### config.mk
export PLATFORM = sky130hd
export DESIGN_NAME = fpu_fp64_rcp_seq
export DESIGN_NICKNAME = d
export VERILOG_FILES = /design/src/rtl/fpu_fp64_rcp_seq_pkg.sv /design/src/rtl/fpu_fp64_class.sv /design/src/rtl/fpu_fp64_rcp_seq.sv
export SDC_FILE = /design/constraint.sdc
export NUM_CORES = 1
export LEC_CHECK = 0
export ABC_AREA = 0
export CAP_MARGIN = 5
export CORE_AREA = 10 10 268 270
export DETAILED_ROUTE_END_ITERATION = 16
export DIE_AREA = 0 0 278 280
export PLACE_DENSITY = 0.65
export SYNTH_ARGS = -nofsm -noshare
export SYNTH_HDL_FRONTEND = slang
export SYNTH_SLANG_ARGS = --single-unit
### constraint.sdc
create_clock -name clk -period 2.8 [get_ports clk]
set_clock_uncertainty 0.05 [all_clocks]
set_input_delay 0.56 -clock clk [delete_from_list [all_inputs] [get_ports clk]]
set_output_delay 0.56 -clock clk [all_outputs]
set_load 0.05 [all_outputs]
### src/rtl/fpu_fp64_rcp_seq_pkg.sv
// Shared FP64 constants, sequencer state encodings and operand classification
// for the reciprocal/divide sequencer.
package fpu_fp64_rcp_seq_pkg;

  localparam logic [63:0] FP64_TWO      = 64'h4000_0000_0000_0000;
  localparam logic [63:0] FP64_QNAN     = 64'h7FF8_0000_0000_0000;
  localparam logic [63:0] FP64_INF_POS  = 64'h7FF0_0000_0000_0000;
  localparam logic [63:0] FP64_EXP_MASK = 64'h7FF0_0000_0000_0000;

  typedef logic [2:0] state_t;

  localparam state_t StIdle  = 3'd0;
  localparam state_t StClass = 3'd1;
  localparam state_t StRcp   = 3'd2;
  localparam state_t StMulDx = 3'd3;
  localparam state_t StSub   = 3'd4;
  localparam state_t StMulXu = 3'd5;
  localparam state_t StMulAq = 3'd6;
  localparam state_t StDone  = 3'd7;

  typedef enum logic [1:0] {
    FpNormal = 2'd0,
    FpZero   = 2'd1,
    FpInf    = 2'd2,
    FpNan    = 2'd3
  } fp_class_e;

  // Subnormals count as normal: the approximation unit handles them.
  function automatic fp_class_e fp64_classify(input logic [63:0] v);
    fp_class_e res;
    logic      exp_ones;
    logic      exp_zero;
    logic      frac_zero;
    exp_ones  = (v & FP64_EXP_MASK) == FP64_EXP_MASK;
    exp_zero  = (v & FP64_EXP_MASK) == 64'd0;
    frac_zero = v[51:0] == 52'd0;
    if (exp_ones) begin
      res = frac_zero ? FpInf : FpNan;
    end else if (exp_zero && frac_zero) begin
      res = FpZero;
    end else begin
      res = FpNormal;
    end
    return res;
  endfunction

endpackage

### src/rtl/fpu_fp64_class.sv
// Combinational FP64 operand classifier (zero / inf / nan / normal).
module fpu_fp64_class
  import fpu_fp64_rcp_seq_pkg::*;
(
  input  logic [63:0] op_i,
  output fp_class_e   class_o
);

  assign class_o = fp64_classify(op_i);

endmodule

### src/rtl/fpu_fp64_rcp_seq.sv
// FP64 reciprocal/divide sequencer: table approximation, Newton-Raphson
// refinement on the shared multiplier/adder, optional final a*x.
module fpu_fp64_rcp_seq
  import fpu_fp64_rcp_seq_pkg::*;
#(
  parameter int unsigned NR_ITER = 2,
  parameter int unsigned RCP_LAT = 1
) (
  input  logic        clk,
  input  logic        reset,
  input  logic        reqValid,
  output logic        reqReady,
  input  logic        reqOp,
  input  logic [63:0] reqA,
  input  logic [63:0] reqB,
  output logic        respValid,
  input  logic        respReady,
  output logic [63:0] respData,
  output logic [63:0] rcpSrc,
  input  logic [63:0] rcpDst,
  output logic        mulValid,
  output logic [63:0] mulA,
  output logic [63:0] mulB,
  input  logic        mulDone,
  input  logic [63:0] mulRes,
  output logic        addValid,
  output logic [63:0] addA,
  output logic [63:0] addB,
  input  logic        addDone,
  input  logic [63:0] addRes
);

  localparam logic [1:0] NrIterL = 2'(NR_ITER);
  localparam logic [3:0] RcpLatL = 4'(RCP_LAT);

  state_t      state_q, state_d;
  logic        op_q, op_d;
  logic [63:0] a_q, a_d;
  logic [63:0] b_q, b_d;
  logic [63:0] x_q, x_d;
  logic [63:0] t_q, t_d;
  logic [63:0] u_q, u_d;
  logic [63:0] q_q, q_d;
  logic [63:0] rcp_src_q, rcp_src_d;
  logic [1:0]  iter_q, iter_d;
  logic [3:0]  wait_q, wait_d;
  logic        mul_valid_q, mul_valid_d;
  logic        add_valid_q, add_valid_d;

  fp_class_e   b_class;
  state_t      fin_state;
  logic        in_mul_state;
  logic        mul_hs;
  logic        add_hs;

  fpu_fp64_class u_class (
    .op_i    (b_q),
    .class_o (b_class)
  );

  assign fin_state    = op_q ? StMulAq : StDone;
  assign in_mul_state = (state_q == StMulDx) || (state_q == StMulXu) || (state_q == StMulAq);
  // Done pulses only count while the matching request is outstanding.
  assign mul_hs       = mul_valid_q && mulDone;
  assign add_hs       = add_valid_q && addDone;

  always_comb begin
    state_d     = state_q;
    op_d        = op_q;
    a_d         = a_q;
    b_d         = b_q;
    x_d         = x_q;
    t_d         = t_q;
    u_d         = u_q;
    q_d         = q_q;
    rcp_src_d   = rcp_src_q;
    iter_d      = iter_q;
    wait_d      = wait_q;
    mul_valid_d = mul_valid_q;
    add_valid_d = add_valid_q;

    // Valids rise the cycle after state entry and drop the cycle after done.
    if (mul_hs) begin
      mul_valid_d = 1'b0;
    end else if (in_mul_state && !mul_valid_q) begin
      mul_valid_d = 1'b1;
    end
    if (add_hs) begin
      add_valid_d = 1'b0;
    end else if ((state_q == StSub) && !add_valid_q) begin
      add_valid_d = 1'b1;
    end

    case (state_q)
      StIdle: begin
        if (reqValid) begin
          op_d      = reqOp;
          a_d       = reqA;
          b_d       = reqB;
          rcp_src_d = reqB;
          state_d   = StClass;
        end
      end
      StClass: begin
        unique case (b_class)
          FpZero: begin
            x_d     = FP64_INF_POS | {b_q[63], 63'd0};
            state_d = fin_state;
          end
          FpInf: begin
            x_d     = {b_q[63], 63'd0};
            state_d = fin_state;
          end
          FpNan: begin
            x_d     = FP64_QNAN;
            state_d = fin_state;
          end
          FpNormal: begin
            wait_d  = 4'd0;
            state_d = StRcp;
          end
        endcase
      end
      StRcp: begin
        if (wait_q + 4'd1 >= RcpLatL) begin
          x_d     = rcpDst;
          state_d = (NR_ITER == 0) ? fin_state : StMulDx;
        end else begin
          wait_d = wait_q + 4'd1;
        end
      end
      StMulDx: begin
        if (mul_hs) begin
          t_d     = mulRes;
          state_d = StSub;
        end
      end
      StSub: begin
        if (add_hs) begin
          u_d     = addRes;
          state_d = StMulXu;
        end
      end
      StMulXu: begin
        if (mul_hs) begin
          x_d     = mulRes;
          iter_d  = iter_q + 2'd1;
          state_d = (iter_q + 2'd1 == NrIterL) ? fin_state : StMulDx;
        end
      end
      StMulAq: begin
        if (mul_hs) begin
          q_d     = mulRes;
          state_d = StDone;
        end
      end
      StDone: begin
        if (respReady) begin
          iter_d  = 2'd0;
          state_d = StIdle;
        end
      end
      default: state_d = StIdle;
    endcase
  end

  always_ff @(posedge clk) begin
    if (reset) begin
      state_q     <= StIdle;
      op_q        <= 1'b0;
      a_q         <= 64'd0;
      b_q         <= 64'd0;
      x_q         <= 64'd0;
      t_q         <= 64'd0;
      u_q         <= 64'd0;
      q_q         <= 64'd0;
      rcp_src_q   <= 64'd0;
      iter_q      <= 2'd0;
      wait_q      <= 4'd0;
      mul_valid_q <= 1'b0;
      add_valid_q <= 1'b0;
    end else begin
      state_q     <= state_d;
      op_q        <= op_d;
      a_q         <= a_d;
      b_q         <= b_d;
      x_q         <= x_d;
      t_q         <= t_d;
      u_q         <= u_d;
      q_q         <= q_d;
      rcp_src_q   <= rcp_src_d;
      iter_q      <= iter_d;
      wait_q      <= wait_d;
      mul_valid_q <= mul_valid_d;
      add_valid_q <= add_valid_d;
    end
  end

  always_comb begin
    mulA = 64'd0;
    mulB = 64'd0;
    case (state_q)
      StMulDx: begin
        mulA = b_q;
        mulB = x_q;
      end
      StMulXu: begin
        mulA = x_q;
        mulB = u_q;
      end
      StMulAq: begin
        mulA = a_q;
        mulB = x_q;
      end
      default: ;
    endcase
  end

  // addB = -t, so the adder computes 2 - d*x.
  assign addA      = (state_q == StSub) ? FP64_TWO : 64'd0;
  assign addB      = (state_q == StSub) ? {~t_q[63], t_q[62:0]} : 64'd0;

  assign reqReady  = (state_q == StIdle);
  assign respValid = (state_q == StDone);
  assign respData  = (state_q == StDone) ? (op_q ? q_q : x_q) : 64'd0;
  assign rcpSrc    = rcp_src_q;
  assign mulValid  = mul_valid_q;
  assign addValid  = add_valid_q;

endmodule

-- Word level (Yosys, flattened, before mapping)
Index checks and enable logic that the tools add are counted.
- flip-flop bits (word level): 396
- word-level logic and storage cells: 96
- $add $sub $neg: 2
- magnitude comparators: 1
- eq/ne operators: 22
- mux-type cells: 30
- bitwise operators: 1
- reduce and logical (&&, ||, !) cells: 28
- operators with widths (cell ; count):
    case mux 64 bit (3 select lines) ; 3
    2-to-1 mux 64 bit ; 5
    case mux 64 bit (2 select lines) ; 1
    logical NOT 64 bit ; 1
    2-to-1 mux 63 bit ; 1
    logical NOT 52 bit ; 1
    2-to-1 mux 3 bit ; 8
    case mux 3 bit (8 select lines) ; 1
    != test 2 bit (second input constant) ; 8
    equality test 3 bit (second input constant) ; 4
    equality test 11 bit (second input constant) ; 1
    2-to-1 mux 4 bit ; 2
    case mux 4 bit (2 select lines) ; 1
    AND reduction 2 bit ; 4
    AND reduction 7 bit ; 1
    equality test 2 bit (second input constant) ; 3
    equality test 3 x 2 -> 1 bit (second input constant) ; 2
    2-to-1 mux 2 bit ; 3
    case mux 3 bit (2 select lines) ; 1
    AND reduction 3 bit ; 2
    OR reduction 2 bit ; 3
    logical AND 1 bit ; 5
    adder 4 x 1 -> 4 bit (second input constant) ; 1
    greater-or-equal comparator 4 x 1 -> 1 bit (second input constant) ; 1
    other kinds (16) ; 21

-- Depth between registers and ports, before layout
- depth after elaboration: 8
- mapped depth: 9
- depth with buffers taken out: 6

-- Modules after synthesis
From an unflattened synthesis, not the netlist that was laid out.
- cell total of the unflattened synthesis: 2329
- area, all modules: 18418.9 sq um
- modules (own cells, without submodules) (module ; instances ; cells each ; area each (sq um) ; seq. area each (sq um)):
    fpu_fp64_rcp_seq ; 1 ; 2302 ; 18241.2 ; 7927.6
    fpu_fp64_class ; 1 ; 27 ; 177.7 ; 0.0

-- Worst setup path before layout
Ideal clock, no wire load.
- kind: reg2out
- start point: register state_q[1]
- end point: output mulA[13]
- data arrival time: 2.653 ns
- data required time: 2.190 ns
- setup slack: -0.463 ns
- stages on the path, launching flop included: 7
- buffers on the path: 3
- cell sequence: dfxtp_1 clkbuf_1 nor2b_1 clkbuf_1 buf_1 a22oi_1 o21ai_0
- word-level cells in the longest chain between the ends: 2
- elaborated cells on any way between the ends: 4
- classes of those cells: eq/ne (3); mux (1)
- ends and longest elaborated chain (item ; line ; source):
    start, declared ; fpu_fp64_rcp_seq.sv:36 ; state_t state_q, state_d;
    start signal, assigned ; fpu_fp64_rcp_seq.sv:169 ; state_q <= StIdle;
    start signal, assigned ; fpu_fp64_rcp_seq.sv:183 ; state_q <= state_d;
    equality test 3 bit or equality test 3 x 2 -> 1 bit (tied branches) ; fpu_fp64_rcp_seq.sv:202 ; case (state_q)
    case mux 64 bit (3 select lines) (*) ; fpu_fp64_rcp_seq.sv:202 ;
    end, declared ; fpu_fp64_rcp_seq.sv:22 ; output logic [63:0] mulA,
Every way passes the cells marked *; elsewhere a longest branch is shown, timed or not.

-- Worst setup path after layout
- start point: register state_q[2]
- end point: output respData[16]
- word-level cells in the longest chain between the ends: 2
- ends and longest elaborated chain (item ; line ; source):
    equality test 3 bit ; fpu_fp64_rcp_seq.sv:225 ; assign respData = (state_q == StDone) ? (op_q ? q_q : x_q) : 64'd0;
    2-to-1 mux 64 bit ; fpu_fp64_rcp_seq.sv:225 ;
    end, declared ; fpu_fp64_rcp_seq.sv:18 ; output logic [63:0] respData,
No other way between the ends.

==> metrics.md <==
| Metric | Value |
|---|---|
| Finished Cell Area | `roughly 32000 um2` |
| Max Buffers Root-to-Sink | `3` |
| Die ar. | `just under 80000 um2` |
| GPL Wtd Cong | `between 0.8 and 0.9` |
| Vias in the first global route | `roughly 20000` |
| Crit path max fanout | `8` |
| Floorplan row count | `95` |
| Area of the mapped netlist | `18490 um2` |
| Drt pass-1 iters | `8` |
| Largest net degree at the start of global routing | `104` |
| Startpoint types | `flip-flop` |
| Post-route ant nets | `0` |
| Tot GR Track Use | `a little under a quarter` |
| Pwr Density | `679.2 nW/um2` |
| TritonCTS Buffers | `49` |
| Post-synth top area cell | `dfxtp_1` |
| Root Driver | `clkbuf_16` |
| Drt via density | `5.197` |
| Clock sinks | `roughly 400` |
| CTS tree | `done` |
| VDD IR max | `0.4765 mV` |
| Starting Density | `between 20 and 30%` |
| Synth async-reset ratio | `0%` |
| Hold Path Depth | `2` |
| Synth top area cells | `dfxtp_1 (43%), nand2_1 (14%), a21oi_1 (8.9%)` |
| Top-count cell post-synth | `nand2_1` |
| Status | `completed` |
| FF-to-FF path depth | `7` |
| Worst EP required | `2190 ps` |
| Worst skew pair latency | `about 600 ps` |
| Die width | `278 um` |
| Final setup vio count | `0` |
| Final Hold Fails | `0` |
| Chip height | `280 um` |
| Routed Wire Length | `98.57 mm` |
| Sequential area share after synthesis | `42.87%` |
| Most frequent cells after synthesis | `nand2_1 (713), dfxtp_1 (396), a21oi_1 (328), clkbuf_1 (181), a22oi_1 (128)` |
| Mean Syn Cell Area | `7.686 um2` |
| WP data arrival | `2160 ps` |
| Boundary Pins | `715` |
| HPWL reported at the end of detailed placement | `around 70 mm` |
| First-pass GRT wire length | `137.0 mm` |
| Slew HR | `41.80%` |
| DRC errors left | `0` |
| Final Max Slew Viols | `0` |
| Power, Total | `21400 uW` |
| Setup CP Type | `reg -> out` |
| Synth unique cells | `48` |
| Final Util | `a little under half` |
| Slew @ Worst Pin | `873.0 ps` |
| Placed Area | `29040 um2` |
| Final Critical Period | `2772 ps` |
| 1st-iter DRT viols | `~1400` |
| Nets | `3346` |
| # fillers | `6298` |
| Share of layout cells above drive strength 1 | `20.10%` |
| Total grt overflow | `0` |
| Initial antenna violation count | `16` |
| Area grow syn2layout | `70.38%` |
| Vias | `around 20000` |
| Max cap viols | `0` |
| Tcrit/Tclk final | `99.01%` |
| Wire length per cell | `approximately 25 um` |
| Yosys top cell area share | `42.87%` |
| Port Buf Inserts | `651` |
| Synth Instances | `around 2400` |
| Post-synth top flop | `dfxtp_1` |
| H-tree depth | `2` |
| Crit. End Element | `output port` |
| EDFF count, synth | `0` |
| Hold_buf cts | `0` |
| Unrepaired setup endpoints after global routing | `yes` |
| Yosys warning count | `0` |
| Fmax | `360.7 MHz` |
| Leakage | `~0.011 uW` |
| Yosys reg bits | `around 400` |
| Hold Path Class | `reg -> reg` |
| Clock transition at the registers of the reported paths | `60 ps` |
| Core region area | `66560 um2` |
-- what timing repair did --
item                       4_1_cts  5_1_grt
pin swaps                        3       15
setup endpoints to repair      313      112
gates resized for setup         31       49
buffers inserted                12       19
cloned                           1        8
-- flip-flops by register name (all words and copies together) (netlist names) --
signal,cells
q_q,64
addValid,1
op_q,1
iter_q,2
wait_q,4
mulValid,1
state_q,3
u_q,64
rcpSrc,64
t_q,64
a_q,64
x_q,64
-- kinds of logic (layout without fill, tap and decap cells) --
group	after synthesis	after routing	share of synthesized area, %
AO/OA/AOI/OAI	731	731	25.21
XOR/XNOR	4	4	0.1895
adder cells (fa/ha/maj)	3	3	0.2030
buffers and inverters	295	877	7.646
flip-flops	396	396	42.87
multiplexers	67	67	3.634
other	1	74	0.02028
AND/OR/NAND/NOR	909	909	20.22
-- report_power, final --
group	internal, uW	switching, uW	total (uW)
clock network	3780	2630	6410
registers	6310	960	7270
logic	2930	4790	7710
total	13000	8370	21400
-- routing by layer --
layer / GRT usage [%] / vias up / share of wire [%]
li1: - / 9447 / -
met1: 26.72 / 9812 / 38
met2: 39.37 / 971 / 49
met3: 6.907 / 206 / 9.1
met4: 9.287 / 10 / 4.1
met5: 0 / - / 0.074
-- final timing paths --
kind	start	endpoint	slack, ps
hold reg to reg	t_q[28]$_SDFFE_PP0P_	t_q[28]$_SDFFE_PP0P_	400
hold / removal	t_q[28]$_SDFFE_PP0P_	t_q[28]$_SDFFE_PP0P_	400
setup reg to reg	rcpSrc[0]$_SDFFE_PP0P_	x_q[56]$_SDFFE_PP0P_	170
setup / recovery	state_q[2]$_SDFFE_PP0P_	respData[16]	30
-- through the flow --
| step | setup TNS, ps | cells | worst slack [ps] | hold WS, ps |
|---|---|---|---|---|
| 2_1_floorplan | -126.3 | 2468 | -87.14 | 381.7 |
| 3_3_place_gp | -14960 | 3799 | -316.9 | 388.0 |
| 3_5_place_dp | -15070 | 3799 | -328.0 | 392.1 |
| 4_1_cts | 0 | 3897 | 3.663 | 400.3 |
| 5_1_grt | -288.7 | 3932 | -25.73 | 415.6 |
| 6_report | 0 | 3934 | 27.82 | 398.4 |
-- critical path: stages, from the launching register on --
cell     delay (ps)
dfxtp_4         390
buf_6           130
buf_4           120
nand3_4         110
buf_12          180
nor2_1          430
buf_12          210
-- area by class of cell --
class                      count  area, um2  area share, %
timing repair buffer         785      10850          34.43
multi-input combinational   1777       9977          31.67
sequential                   396       7943          25.21
clock buffer                  72       1465          4.651
tap                          873       1092          3.467
clock inverter                13      125.1         0.3971
inverter                       7      28.78        0.09134
antenna                       11      27.53        0.08737
-- cell usage in the layout (no fill, tap or decap), types with 33 or more instances in the layout --
| master | instances |
|---|---|
| a22oi_1 | 127 |
| and2_4 | 33 |
| buf_4 | 74 |
| a21oi_1 | 328 |
| o21ai_2 | 60 |
| nor2_1 | 71 |
| a22o_1 | 55 |
| mux2i_1 | 66 |
| dfxtp_1 | 392 |
| and2_1 | 34 |
| conb_1 | 63 |
| a211oi_1 | 120 |
| buf_12 | 299 |
| nand2_1 | 709 |
| clkbuf_16 | 57 |
| clkdlybuf4s50_1 | 391 |
Power figures use the tool's default switching activity.
